## config.mk

```make
export PLATFORM = sky130hd
export DESIGN_NAME = grf_hazard_scoreboard_flat
export DESIGN_NICKNAME = d
export VERILOG_FILES = /design/src/rtl/cpu_pkg.sv /design/src/rtl/grf_hazard_scoreboard_if.sv /design/src/rtl/hazard_port_check.sv /design/src/rtl/grf_hazard_scoreboard.sv /design/src/flat_wrapper.sv
export SDC_FILE = /design/constraint.sdc
export NUM_CORES = 1
export LEC_CHECK = 0
export ABC_AREA = 1
export BUFFER_PORTS_ARGS = -buffer_cell sky130_fd_sc_hd__buf_2
export CAP_MARGIN = 20
export CORE_AREA = 2 2 82 84
export CTS_CLUSTER_DIAMETER = 200
export CTS_CLUSTER_SIZE = 40
export DETAILED_ROUTE_END_ITERATION = 7
export DIE_AREA = 0 0 84 86
export PLACE_DENSITY_LB_ADDON = 0.08
export SKIP_LAST_GASP = 1
export SLEW_MARGIN = 10
export SYNTH_ARGS = -nofsm -noshare
export SYNTH_HDL_FRONTEND = slang
export SYNTH_SLANG_ARGS = --single-unit
```

## constraint.sdc

```tcl
create_clock -name clk -period 2.75 [get_ports clk]
set_input_delay 0.1375 -clock clk [delete_from_list [all_inputs] [get_ports clk]]
set_output_delay 0.1375 -clock clk [all_outputs]
set_load 0.01 [all_outputs]
```

## src/rtl/cpu_pkg.sv

```systemverilog
// cpu_pkg: shared forwarding encodings, stage record type and tnew helpers
package cpu_pkg;
  localparam int TNEW_W = 2;
  localparam logic [1:0] FWD_GRF = 2'd0;
  localparam logic [1:0] FWD_E = 2'd1;
  localparam logic [1:0] FWD_M = 2'd2;
  localparam logic [1:0] FWD_W = 2'd3;
  localparam logic [TNEW_W-1:0] TUSE_NONE = '1;
  typedef struct packed {
    logic valid;
    logic [4:0] a3;
    logic [TNEW_W-1:0] tnew;
  } stage_rec_t;
  function automatic logic [TNEW_W-1:0] dec_sat(input logic [TNEW_W-1:0] t);
    return (t == '0) ? t : t - 1'b1;
  endfunction
endpackage

```

## src/rtl/grf_hazard_scoreboard_if.sv

```systemverilog
// grf_hazard_scoreboard_if: D-stage request and hazard/forwarding response bundle
interface grf_hazard_scoreboard_if #(
  parameter int TW = 2,
  parameter int CNTW = 32
);
  logic [4:0] d_rs;
  logic [4:0] d_rt;
  logic [TW-1:0] d_tuse_rs;
  logic [TW-1:0] d_tuse_rt;
  logic [4:0] d_a3;
  logic d_wen;
  logic [TW-1:0] d_tnew;
  logic d_is_md;
  logic md_busy;
  logic flush;
  logic stall;
  logic [1:0] fwd_rs_sel;
  logic [1:0] fwd_rt_sel;
  logic [CNTW-1:0] stall_cnt;
  modport master (
    output d_rs, d_rt, d_tuse_rs, d_tuse_rt, d_a3, d_wen, d_tnew, d_is_md, md_busy, flush,
    input stall, fwd_rs_sel, fwd_rt_sel, stall_cnt
  );
  modport slave (
    input d_rs, d_rt, d_tuse_rs, d_tuse_rt, d_a3, d_wen, d_tnew, d_is_md, md_busy, flush,
    output stall, fwd_rs_sel, fwd_rt_sel, stall_cnt
  );
endinterface

```

## src/rtl/hazard_port_check.sv

```systemverilog
// hazard_port_check: stall and forwarding-source decision for one D-stage read port
module hazard_port_check
  import cpu_pkg::*;
#(
  parameter int TW = 2
) (
  input  logic [4:0]    d_p,
  input  logic [TW-1:0] tuse,
  input  stage_rec_t    e_rec,
  input  stage_rec_t    m_rec,
  input  logic          w_valid,
  input  logic [4:0]    w_a3,
  output logic          haz,
  output logic [1:0]    sel
);
  logic e_hit, m_hit, w_hit;
  // m_rec.tnew was already decremented on the E->M shift, so it is the M-stage remaining latency
  always_comb begin
    e_hit = e_rec.valid && e_rec.a3 == d_p && d_p != '0;
    m_hit = m_rec.valid && m_rec.a3 == d_p && d_p != '0;
    w_hit = w_valid && w_a3 == d_p && d_p != '0;
    haz = tuse != TUSE_NONE && ((e_hit && e_rec.tnew > tuse) || (m_hit && m_rec.tnew > tuse));
    sel = e_hit ? (e_rec.tnew == '0 ? FWD_E : FWD_GRF) :
          m_hit ? (m_rec.tnew == '0 ? FWD_M : FWD_GRF) :
          w_hit ? FWD_W : FWD_GRF;
  end
endmodule

```

## src/rtl/grf_hazard_scoreboard.sv

```systemverilog
// grf_hazard_scoreboard: tracks E/M/W destination writes, raises D stall and picks forwarding sources
module grf_hazard_scoreboard
  import cpu_pkg::*;
#(
  parameter int TW = TNEW_W,
  parameter int CNTW = 32
) (
  input logic clk,
  input logic reset,
  grf_hazard_scoreboard_if.slave bus
);
  stage_rec_t e_q, e_d, m_q, m_d, w_q, w_d;
  logic [CNTW-1:0] cnt_q, cnt_d;
  logic rs_haz, rt_haz, stall;
  hazard_port_check #(.TW(TW)) u_rs (
    .d_p(bus.d_rs), .tuse(bus.d_tuse_rs), .e_rec(e_q), .m_rec(m_q),
    .w_valid(w_q.valid), .w_a3(w_q.a3), .haz(rs_haz), .sel(bus.fwd_rs_sel)
  );
  hazard_port_check #(.TW(TW)) u_rt (
    .d_p(bus.d_rt), .tuse(bus.d_tuse_rt), .e_rec(e_q), .m_rec(m_q),
    .w_valid(w_q.valid), .w_a3(w_q.a3), .haz(rt_haz), .sel(bus.fwd_rt_sel)
  );
  // stall dominates: a stalled or flushed D never reaches E, so E takes a bubble
  always_comb begin
    stall = rs_haz || rt_haz || (bus.d_is_md && bus.md_busy);
    w_d = m_q;
    m_d = e_q;
    m_d.tnew = dec_sat(e_q.tnew);
    e_d = (stall || bus.flush) ? '0 :
          stage_rec_t'{valid: bus.d_wen && bus.d_a3 != '0, a3: bus.d_a3, tnew: bus.d_tnew};
    cnt_d = cnt_q + CNTW'(stall);
  end
  always_ff @(posedge clk or negedge reset) begin
    if (!reset) begin
      e_q <= '0;
      m_q <= '0;
      w_q <= '0;
      cnt_q <= '0;
    end else begin
      e_q <= e_d;
      m_q <= m_d;
      w_q <= w_d;
      cnt_q <= cnt_d;
    end
  end
  assign bus.stall = stall;
  assign bus.stall_cnt = cnt_q;
endmodule

```

## src/flat_wrapper.sv

```systemverilog
// flat-port wrapper written by rule: the top's interface ports become plain ports
module grf_hazard_scoreboard_flat import cpu_pkg::*;
#(
  parameter int TW = TNEW_W,
  parameter int CNTW = 32
)
  (clk, reset, bus_d_rs, bus_d_rt, bus_d_tuse_rs, bus_d_tuse_rt, bus_d_a3, bus_d_wen, bus_d_tnew, bus_d_is_md, bus_md_busy, bus_flush, bus_stall, bus_fwd_rs_sel, bus_fwd_rt_sel, bus_stall_cnt);
  grf_hazard_scoreboard_if #(.TW(TW), .CNTW(CNTW)) bus_i ();
  input logic clk;
  input logic reset;
  input wire logic [$bits(bus_i.d_rs)-1:0] bus_d_rs;
  input wire logic [$bits(bus_i.d_rt)-1:0] bus_d_rt;
  input wire logic [$bits(bus_i.d_tuse_rs)-1:0] bus_d_tuse_rs;
  input wire logic [$bits(bus_i.d_tuse_rt)-1:0] bus_d_tuse_rt;
  input wire logic [$bits(bus_i.d_a3)-1:0] bus_d_a3;
  input wire logic [$bits(bus_i.d_wen)-1:0] bus_d_wen;
  input wire logic [$bits(bus_i.d_tnew)-1:0] bus_d_tnew;
  input wire logic [$bits(bus_i.d_is_md)-1:0] bus_d_is_md;
  input wire logic [$bits(bus_i.md_busy)-1:0] bus_md_busy;
  input wire logic [$bits(bus_i.flush)-1:0] bus_flush;
  output wire logic [$bits(bus_i.stall)-1:0] bus_stall;
  output wire logic [$bits(bus_i.fwd_rs_sel)-1:0] bus_fwd_rs_sel;
  output wire logic [$bits(bus_i.fwd_rt_sel)-1:0] bus_fwd_rt_sel;
  output wire logic [$bits(bus_i.stall_cnt)-1:0] bus_stall_cnt;
  assign bus_i.d_rs = bus_d_rs;
  assign bus_i.d_rt = bus_d_rt;
  assign bus_i.d_tuse_rs = bus_d_tuse_rs;
  assign bus_i.d_tuse_rt = bus_d_tuse_rt;
  assign bus_i.d_a3 = bus_d_a3;
  assign bus_i.d_wen = bus_d_wen;
  assign bus_i.d_tnew = bus_d_tnew;
  assign bus_i.d_is_md = bus_d_is_md;
  assign bus_i.md_busy = bus_md_busy;
  assign bus_i.flush = bus_flush;
  assign bus_stall = bus_i.stall;
  assign bus_fwd_rs_sel = bus_i.fwd_rs_sel;
  assign bus_fwd_rt_sel = bus_i.fwd_rt_sel;
  assign bus_stall_cnt = bus_i.stall_cnt;
  grf_hazard_scoreboard #(.TW(TW), .CNTW(CNTW)) u_core (.clk(clk), .reset(reset), .bus(bus_i));
endmodule
```

==> key figures, run 1 <==
Clock tree
  – CTS max path bufs: 2
  – Clock buffer count from CTS: 5
  – H-tree Lvls: 2
  – Skew-Pair Late Insertion Delay: 0.31 ns
  – Root Driver: clkbuf_8
  – Worst-path clk slew: 0.10 ns
  – Num Clock Sinks: 54
  – CTS tree: yes

Global route
  – First-pass GRT wire length: 11,400 µm
  – GRT Util Overall: 19.6%
  – Pin count of the biggest net entering global routing: 55
  – Gr ovfl total: 0
  – Vias in the first global route: 2,474
  – Antenna violations before repair: 0

Outcome
  – Outcome: finished clean

STA
  – Fin crit share: 93.3%
  – Final slew viol count: 0
  – Final Setup Violations: 0
  – Hold_ws: 0.0284 ns
  – Worst slew pin tran: 0.677 ns
  – Worst Skew: 0.00686 ns
  – Final worst slack: 0.185 ns
  – Worst slew margin: 54.9%
  – Final worst path period need: 2.57 ns
  – Setup TNS Final: 0 ns
  – Max Freq: 390 MHz
  – Final Hold Fails: 0

Synth
  – Synth Flop Type: dfrtp_1
  – Register area share after synthesis: 45.3%
  – Post-synth EDFFs: 0
  – Synth warn: 0
  – #FFs+latches synth: 54
  – Count of cell types in the netlist: 28
  – Async S/R FF share, synth: 100%
  – Syn_nets: 395
  – Synth Instances: 358
  – Mean Syn Cell Area: 8.34 µm²
  – Mapped cell area: 0.00298 mm²

Worst hold path
  – Min-delay worst type: in2reg
  – Hold Path Depth: 3

Placed design
  – Post-DP HPWL: 5160 µm
  – DP Worst Slack: 0.0328 ns
  – Placed cell count: 500
  – IO buf count: 63
  – Routability congestion estimate: 0.912

Pwr
  – Gate power share: 15.8%
  – Internal Power: 1250 µW
  – Worst VDD drop: 0.000304 V
  – Switching part of the total power: 28.7%
  – Clock power share: 30.9%
  – Leakage: 0.00193 µW
  – Share of power burned in registers: 53.3%
  – Power per Cell Area: 477 mW/mm²
  – Switching pwr: 501 µW
  – Power after layout: 1750 µW

Routing
  – Routed vias/inst: 4.93
  – DR vias: 2,530
  – Initial DRC count: 64
  – Detail Route Antenna Nets: 0
  – WL/cell: 13.0 µm
  – Post-Route WL: 6660 µm
  – DRC: 0
  – First drt pass iteration count: 4

Layout
  – Share of cells above drive strength 1: 25.5%
  – Final nets: 472
  – Layout Cells excl Fill: 513
  – Syn-to-layout area delta: 22.7%
  – Diode count: 0

Critical path
  – Crit path kind: reg2reg
  – Reg2Reg Setup Slack: 0.18 ns
  – CP endpoint kind: flop
  – Crit path arrival time: 2.77 ns
  – Critical path peak fanout: 3
  – CP Data Required Time: 2.95 ns
  – Crit start category: flop
  – FF-to-FF path depth: 16

Die
  – Core Region: 0.00628 mm²
  – Total die area: 0.00722 mm²
  – FP Rows: 29
  – Chip width: 84 µm
  – Starting density of the core: 47.5%
  – DIE HEIGHT: 86 µm
  – I/O pin cnt: 64

Flow run
  – # Max-Cap Violations: 0
==> layout make-up <==
type	instances	area, µm²
Tap cell	77	96.3
Timing Repair Buffer	70	370
Multi-Input combinational cell	245	1510
Clock buffer	5	68.8
Fill cell	607	2620
Sequential cell	54	1350
Inverter	59	221
Clock inverter	3	45.0
==> what timing repair did <==
action / 4_1_cts / 5_1_grt
setup buffers: 3 / 1
hold buffers: 1 / 0
hold endpoints to repair: 54 / 0
pin swaps: 1 / 3
resized for setup: 0 / 13
setup endpoints to repair: 1 / 16
==> layer usage <==
| metal | global-route usage (%) | vias to the layer above | part of all wire, % |
|---|---|---|---|
| met5 | 0 | - | 0 |
| met4 | 5.72 | 0 | 1.7 |
| met3 | 3.95 | 9 | 4.4 |
| met2 | 34.3 | 64 | 50 |
| met1 | 24.6 | 1176 | 44 |
| li1 | - | 1281 | - |
==> critical path, stage by stage (launching register included) <==
cell and delay (ns):
dfrtp_1 0.41, inv_1 0.12, ha_1 0.25, a21oi_1 0.16, nand3_1 0.09, nand2_1 0.08, nand2_1 0.08, nand3_2 0.11
ha_4 0.15, nand2_1 0.06, nor2_2 0.16, nand3_2 0.13, nor2_4 0.16, nand3_2 0.14, inv_2 0.08, nand4_1 0.12
xor2_1 0.18
==> through the flow <==
| stage | utilization (%) | cell area [µm²] |
|---|---|---|
| floorplan | - | 2980 |
| global placement | 54.3 | 3410 |
| detailed placement | 54.3 | 3410 |
| CTS | 56.7 | 3560 |
| global route | 58.3 | 3660 |
| finish | 58.3 | 3660 |
==> worst paths after layout <==
path	endpoint	start
worst max-delay path	u_core.bus.stall_cnt[25]	u_core.e_q[0]
worst min-delay path	u_core.e_q[0]	bus_d_tnew[0]
worst max register to register	u_core.bus.stall_cnt[25]	u_core.e_q[0]
worst min register to register	u_core.w_q[7]	u_core.m_q[7]
max in group asynchronous	u_core.e_q[1]	reset
min in group asynchronous	u_core.bus.stall_cnt[6]	reset
==> sequential cells by signal (all words and copies together) (netlist names) <==
signal / count
u_core.bus.stall_cnt: 32
u_core.e_q: 8
u_core.m_q: 8
u_core.w_q: 6
==> synthesized netlist by cell type (all sizes together), types with 2 or more instances <==
master / instances / share of area, %
xor2: 23 / 6.8
nor3: 11 / 2.7
nand4: 12 / 3.0
nor3b: 2 / 0.50
a21oi: 13 / 2.2
nand2: 80 / 10
ha: 10 / 4.2
o31ai: 2 / 0.50
nor2: 41 / 5.7
or2: 2 / 0.42
o21ai: 8 / 1.3
inv: 58 / 7.3
xnor2: 16 / 4.7
nand3: 21 / 4.2
dfrtp: 54 / 45
==> power by group through the flow <==
stage,Combinational (µW),Clock (µW),Sequential (µW)
3_3_place_gp,254,0,934
4_1_cts,263,552,921
6_report,276,539,932
3_5_place_dp,259,0,937
5_1_grt,319,588,942
2_1_floorplan,124,0,944
==> cells by family after synthesis <==
family | share of synthesized area, %
xor gates and xnor gates | 11.4
adders and majority gates | 4.19
AOI/OAI and AO/OA | 4.49
buffers and inverters | 7.42
and+or+nand+nor | 27.2
DFF | 45.3
==> cells in the final DEF (no fill, tap or decap), drive strengths merged <==
cell         instances
nand2               80
buf                 69
inv                 58
dfrtp               54
nor2                41
xor2                23
nand3               21
xnor2               16
a21oi               13
nand4               12
nor3                11
ha                  10
o21ai                8
clkbuf               5
nor3b                2
or2                  2
o31ai                2
clkinvlp             2
or3                  1
clkinv               1
o22ai                1
nor4                 1
a211oi               1
bufinv               1
dlygate4sd3          1
Power figures use the tool's default switching activity.
==> inputs of run 2 (changes only) <==
--- a/config.mk
+++ b/config.mk
@@ -8,14 +8,15 @@
 export ABC_AREA = 1
 export BUFFER_PORTS_ARGS = -buffer_cell sky130_fd_sc_hd__buf_2
 export CAP_MARGIN = 20
-export CORE_AREA = 2 2 82 84
+export CORE_AREA = 2 2 88 90
 export CTS_CLUSTER_DIAMETER = 200
 export CTS_CLUSTER_SIZE = 40
 export DETAILED_ROUTE_END_ITERATION = 7
-export DIE_AREA = 0 0 84 86
+export DIE_AREA = 0 0 90 92
 export PLACE_DENSITY_LB_ADDON = 0.08
 export SKIP_LAST_GASP = 1
 export SLEW_MARGIN = 10
 export SYNTH_ARGS = -nofsm -noshare
 export SYNTH_HDL_FRONTEND = slang
+export SYNTH_HIERARCHICAL = 1
 export SYNTH_SLANG_ARGS = --single-unit
==> key figures, run 2 <==
Outcome
  – Outcome: finished clean

Synth
  – Largest cells by area after synthesis: dfrtp_1, nand2_1, inv_1
  – Count leader, synth: nand2_1
  – #FFs+latches synth: 54
  – Post-synth EDFFs: 0
  – Synth cell count leaders: nand2_1, inv_1, nor2_1, dfrtp_1
  – Synth Flop Type: dfrtp_1
  – Async S/R FF share, synth: 100%
  – Register area share after synthesis: 38.9%
  – Syn_nets: 527
  – Area share of the leading cell type in the synthesized netlist: 38.9%
  – Count of cell types in the netlist: 23
  – Mean Syn Cell Area: 7.10 µm²
  – Synth Instances: 489
  – Synth warn: 6
  – Leading area contributor after synthesis: dfrtp_1
  – Mapped cell area: 0.00347 mm²

Critical path
  – Crit path arrival time: 2.76 ns
  – Reg2Reg Setup Slack: 0.19 ns
  – Most frequent CP cell: nand2_1
  – Cell family with most CP delay: simple AND/OR/NAND/NOR gates
  – CP max stage delay: 0.43 ns
  – Worst reg2reg path startpoint: u_core/m_q[1]
  – R2R Path End: u_core/bus.stall_cnt[30]
  – CP Data Required Time: 2.96 ns
  – CP endpoint kind: flop
  – Critical path's slowest cell: dfrtp_1
  – CP cell instances: ha_1 -> a21oi_1 -> a21oi_1 -> nand3_1 -> a21oi_1 -> nor2_1 -> nand2_1 -> ha_1 -> ha_2 -> inv_1 -> nor2_4 -> nand2_2 -> nor2_4 -> nand2_1 -> nand2_1 -> nand2_1
  – Crit start category: flop
  – FF-to-FF path depth: 16
  – Critical path peak fanout: 5
  – Buffers plus inverters on the worst setup path: 1
  – Crit path kind: reg2reg

Layout
  – Final Util: 54.6%
  – Number of flip-flops in the largest register: 32
  – Share of cells above drive strength 1: 22.9%
  – Syn-to-layout area delta: 17.3%
  – Final nets: 601
  – Commonest non-fill, non-tap cell in the layout: nand2_1
  – Diode count: 0
  – Post-route cell area: 0.00407 mm²
  – Most frequent cells in the layout: nand2_1, inv_1, nor2_1

Global route
  – Vias in the first global route: 2,930
  – First-pass GRT wire length: 13,400 µm
  – GRT Util Overall: 20.1%
  – Gr ovfl total: 0
  – Pin count of the biggest net entering global routing: 40
  – Antenna violations before repair: 0

Placed design
  – DP Worst Slack: 0.155 ns
  – Routability congestion estimate: 0.840
  – Post-DP HPWL: 6360 µm
  – Placed inst area: 0.00392 mm²
  – IO buf count: 63

Pwr
  – Gate power share: 17.5%
  – Clock power share: 31.2%
  – Power per Cell Area: 441 mW/mm²
  – Switching part of the total power: 30.1%
  – Worst VDD drop: 0.000274 V
  – Internal Power: 1250 µW
  – Leakage: 0.00224 µW
  – Share of power burned in registers: 51.3%
  – Switching pwr: 540 µW

STA
  – Final worst path period need: 2.56 ns
  – Hold_ws: 0.0261 ns
  – Final worst slack: 0.191 ns
  – Final Setup Violations: 0
  – Worst slew margin: 67.0%
  – Final slew viol count: 0
  – Fin crit share: 93.1%
  – Worst slew pin tran: 0.495 ns
  – Final Hold Fails: 0
  – Worst Skew: 0.00652 ns
  – Setup TNS Final: 0 ns
  – Max Freq: 391 MHz

Worst hold path
  – Min-Delay Startpoint: bus_d_tnew[0]
  – Min-delay worst type: in2reg
  – Hold Path Depth: 3
  – Worst Hold Path EP: u_core/e_q[0]

Routing
  – First drt pass iteration count: 4
  – WL/cell: 11.9 µm
  – Detail Route Antenna Nets: 0
  – Routed vias/inst: 4.57
  – Post-Route WL: 7930 µm
  – DR vias: 3,041
  – Initial DRC count: 112
  – DRC: 0

Clock tree
  – CTS max path bufs: 2
  – CTS tree: yes
  – Root Driver: clkbuf_8
  – Clock buffer count from CTS: 5
  – Worst-path clk slew: 0.10 ns
  – H-tree Lvls: 2
  – Num Clock Sinks: 54
  – Skew-Pair Late Insertion Delay: 0.31 ns

Die
  – I/O pin cnt: 64
  – DIE HEIGHT: 92 µm
  – Starting density of the core: 46.6%
  – Total die area: 0.00828 mm²
  – Core Region: 0.00745 mm²
  – FP Rows: 32
  – Chip width: 90 µm

Flow run
  – # Max-Cap Violations: 0
==> run 2: cell count changes in the layout (fill, tap and decap cells not counted), moves of 5 or more <==
cell	previous run	this run
nand2_1	78	168
nor2_1	36	65
inv_1	50	73
nor2_2	3	18
nand4_1	11	0
xnor2_1	16	6
xor2_1	23	14
nand2_2	2	10
nand3b_1	0	8
ha_1	4	10
ha_4	6	0
nor3_1	7	1
nor2_4	2	7
==> run 2: metrics by stage <==
stage               power, µW  std cells
floorplan                1110        489
global placement         1240        654
detailed placement       1250        654
CTS                      1810        663
global route             1900        666
finish                   1790        666
==> run 2: cells by family (layout without fill, tap and decap cells) <==
group / after synthesis / after routing / synth area share (%)
flip-flops: 54 / 54 / 38.9
buffers and inverters: 82 / 157 / 8.91
adder cells (fa/ha/maj): 11 / 11 / 3.97
AND/OR/NAND/NOR: 305 / 305 / 40.4
XOR/XNOR: 21 / 21 / 5.52
AO/OA/AOI/OAI: 16 / 16 / 2.31
==> run 2: power groups by stage <==
stage	sequential, µW	clock (µW)	combinational, µW
final	921	559	313
after global routing	932	609	356
after CTS	922	576	314
after detailed placement	938	0	312
after global placement	938	0	304
after floorplan	944	0	168
==> run 2: tightest hold or removal path, cell delays in order <==
cell and delay, ns:
buf_2 0.09, inv_1 0.04, nor2_1 0.04
==> run 2: cell type report <==
type | count | area [µm²]
tap | 102 | 128
sequential | 54 | 1350
clock inverter | 3 | 48.8
clock buffer | 5 | 68.8
inverter | 81 | 304
timing repair buffer | 68 | 355
fill | 793 | 3380
multi-input combinational | 353 | 1810
==> run 2: how the worst max path moves through the flow <==
stage | startpoint | end | slack, ns | depth (start not counted)
CTS | u_core/e_q[1] | u_core/bus.stall_cnt[22] | 0.13 | 16
finish | u_core/m_q[1] | u_core/bus.stall_cnt[30] | 0.19 | 16
floorplan | u_core/e_q[1] | u_core/bus.stall_cnt[20] | 0.39 | 16
global placement | u_core/e_q[1] | u_core/bus.stall_cnt[20] | 0.24 | 16
detailed placement | u_core/e_q[1] | u_core/bus.stall_cnt[20] | 0.16 | 16
global route | u_core/m_q[1] | u_core/bus.stall_cnt[28] | -0.01 | 16
==> run 2: repair_timing <==
item | CTS | global route
resized for setup | 0 | 2
setup buffers | 0 | 3
hold buffers | 1 | 0
endpoints found under the hold margin | 15 | 0
setup endpoints to repair | 0 | 10
==> run 2: routing by layer <==
layer	up-vias	routed length (µm)	GRT usage [%]	share of wire, %
li1	1603	-	-	-
met1	1380	3430	24.5	43
met2	50	4100	36.2	52
met3	8	278	3.70	3.5
met4	0	125	6.41	1.6
met5	-	0	0	0
==> inputs of run 3 (changes only) <==
--- a/config.mk
+++ b/config.mk
@@ -14,6 +14,7 @@
 export DETAILED_ROUTE_END_ITERATION = 7
 export DIE_AREA = 0 0 90 92
 export PLACE_DENSITY_LB_ADDON = 0.08
+export SETUP_SLACK_MARGIN = 0.3
 export SKIP_LAST_GASP = 1
 export SLEW_MARGIN = 10
 export SYNTH_ARGS = -nofsm -noshare
==> key figures, run 3 (synthesized netlist as in run 2, its figures left out) <==
Outcome
  – Outcome: finished clean

Clock tree
  – Num Clock Sinks: 54
  – Skew-Pair Late Insertion Delay: 0.31 ns
  – Root Driver: clkbuf_8
  – H-tree Lvls: 2
  – CTS tree: yes
  – Clock buffer count from CTS: 5
  – Worst-path clk slew: 0.10 ns
  – CTS max path bufs: 2

STA
  – RSZ-0062 raised after global routing: true
  – Setup TNS Final: 0 ns
  – Final worst path period need: 2.45 ns
  – Fin crit share: 89.2%
  – Worst slew margin: 66.4%
  – Hold_ws: 0.0257 ns
  – Worst Skew: 0.00711 ns
  – Final Setup Violations: 0
  – Worst slew pin tran: 0.504 ns
  – Final slew viol count: 0
  – Final Hold Fails: 0
  – Max Freq: 408 MHz

Pwr
  – Gate power share: 19.3%
  – Share of power burned in registers: 50.4%
  – Switching part of the total power: 30.8%
  – Internal Power: 1280 µW
  – Leakage: 0.00228 µW
  – Switching pwr: 569 µW
  – Power after layout: 1850 µW
  – Power per Cell Area: 432 mW/mm²
  – Worst VDD drop: 0.000288 V
  – Clock power share: 30.2%

Critical path
  – Critical path's slowest cell: dfrtp_2
  – Critical path peak fanout: 7
  – CP Data Required Time: 3.00 ns
  – Crit start category: flop
  – CP cell instances: ha_4 -> a21oi_2 -> a21oi_2 -> nand3_1 -> a21oi_2 -> nor2_2 -> nand2_2 -> buf_6 -> ha_4 -> inv_2 -> nor2_2 -> nand2_2 -> nor2_4 -> buf_4 -> nand3b_1 -> nand2_1
  – Crit path kind: reg2reg
  – Crit path arrival time: 2.71 ns
  – CP max stage delay: 0.47 ns
  – CP endpoint kind: flop
  – Most frequent CP cell: a21oi_2

Layout
  – Filler Cell Count: 760
  – Final nets: 608
  – Diode count: 0
  – Post-route cell area: 0.00428 mm²
  – Most frequent cells in the layout: nand2_1, inv_1, nor2_1
  – Syn-to-layout area delta: 23.4%
  – Layout Cells excl Fill: 673
  – Number of flip-flops in the largest register: 32
  – Commonest non-fill, non-tap cell in the layout: nand2_1
  – Share of cells above drive strength 1: 28.4%

Routing
  – First drt pass iteration count: 5
  – Detail Route Antenna Nets: 0
  – Routed vias/inst: 4.66
  – Post-Route WL: 8320 µm
  – DR vias: 3,133
  – DRC: 0
  – WL/cell: 12.4 µm
  – Initial DRC count: 102

Die
  – Core Region: 0.00745 mm²
  – I/O pin cnt: 64
  – Chip width: 90 µm
  – Starting density of the core: 46.6%
  – FP Rows: 32
  – DIE HEIGHT: 92 µm
  – Total die area: 0.00828 mm²

Global route
  – Gr ovfl total: 0
  – Antenna violations before repair: 0
  – First-pass GRT wire length: 13,600 µm
  – GRT Util Overall: 20.4%
  – Pin count of the biggest net entering global routing: 40
  – Vias in the first global route: 2,963

Placed design
  – IO buf count: 63
  – Placed inst area: 0.00392 mm²
  – Routability congestion estimate: 0.840
  – Placed cell count: 654
  – Post-DP HPWL: 6360 µm

Worst hold path
  – Min-delay worst type: in2reg

Flow run
  – # Max-Cap Violations: 0
==> run 3: cell count changes in the layout (fill, tap and decap cells not counted), moves of 4 or more <==
cell | before | now
a21oi_1 | 10 | 0
nand2_1 | 168 | 164
buf_4 | 4 | 10
ha_4 | 0 | 8
nand2_2 | 10 | 14
a21oi_2 | 0 | 10
ha_1 | 10 | 3
==> run 3: area by class of cell <==
class                           count  area [µm²]  area share (%)
Timing Repair Buffer               75         412            9.61
Tap cell                          102         128            2.98
Inverter                           81         307            7.16
Sequential cell                    54        1360            31.6
Clock buffer                        5        68.8            1.61
Multi-Input combinational cell    353        1960            45.9
Clock inverter                      3        48.8            1.14
==> run 3: power by group through the flow <==
stage	registers, µW	clock network [µW]	logic [µW]
final	933	559	357
after global routing	945	610	405
after global placement	938	0	304
after floorplan	944	0	168
after detailed placement	938	0	312
after CTS	926	576	327
==> run 3: worst max-delay path, delay by kind of cell (launching register included) <==
kind	cells	cell delay [ns]
and+or+nand+nor	8	0.86
AOI/OAI and AO/OA	3	0.35
DFF	1	0.47
buffers and inverters	3	0.30
adders and majority gates	2	0.41
==> run 3: final timing paths <==
kind / depth (start not counted) / endpoint / start / slack (ns)
worst min register to register: 0 / u_core/m_q[7] / u_core/e_q[7] / 0.44
worst max register to register: 16 / u_core/bus.stall_cnt[17] / u_core/m_q[1] / 0.30
worst min-delay path: 3 / u_core/e_q[0] / bus_d_tnew[0] / 0.03
min in group asynchronous: 2 / u_core/bus.stall_cnt[7] / reset / 0.26
worst max-delay path: 16 / u_core/bus.stall_cnt[17] / u_core/m_q[1] / 0.30
max in group asynchronous: 3 / u_core/e_q[1] / reset / 1.63
==> run 3: through the flow <==
stage / setup WS, ns / util [%]
floorplan: 0.389 / -
global placement: 0.237 / 52.6
detailed placement: 0.155 / 52.6
CTS: 0.283 / 55.2
global route: 0.161 / 57.5
finish: 0.297 / 57.5
==> run 3: layer usage <==
layer | share of wire (%) | GRT usage (%)
met1 | 42 | 24.6
met2 | 53 | 36.8
met3 | 3.1 | 3.70
met4 | 1.4 | 6.54
met5 | 0 | 0
==> run 3: what timing repair did <==
item / CTS / global route
hold buffers: 1 / 0
cloned: 0 / 0
hold endpoints to repair: 15 / 0
endpoints found under the setup margin: 10 / 26
setup buffers: 5 / 5
pin swaps: 14 / 24
gates resized for setup: 8 / 26
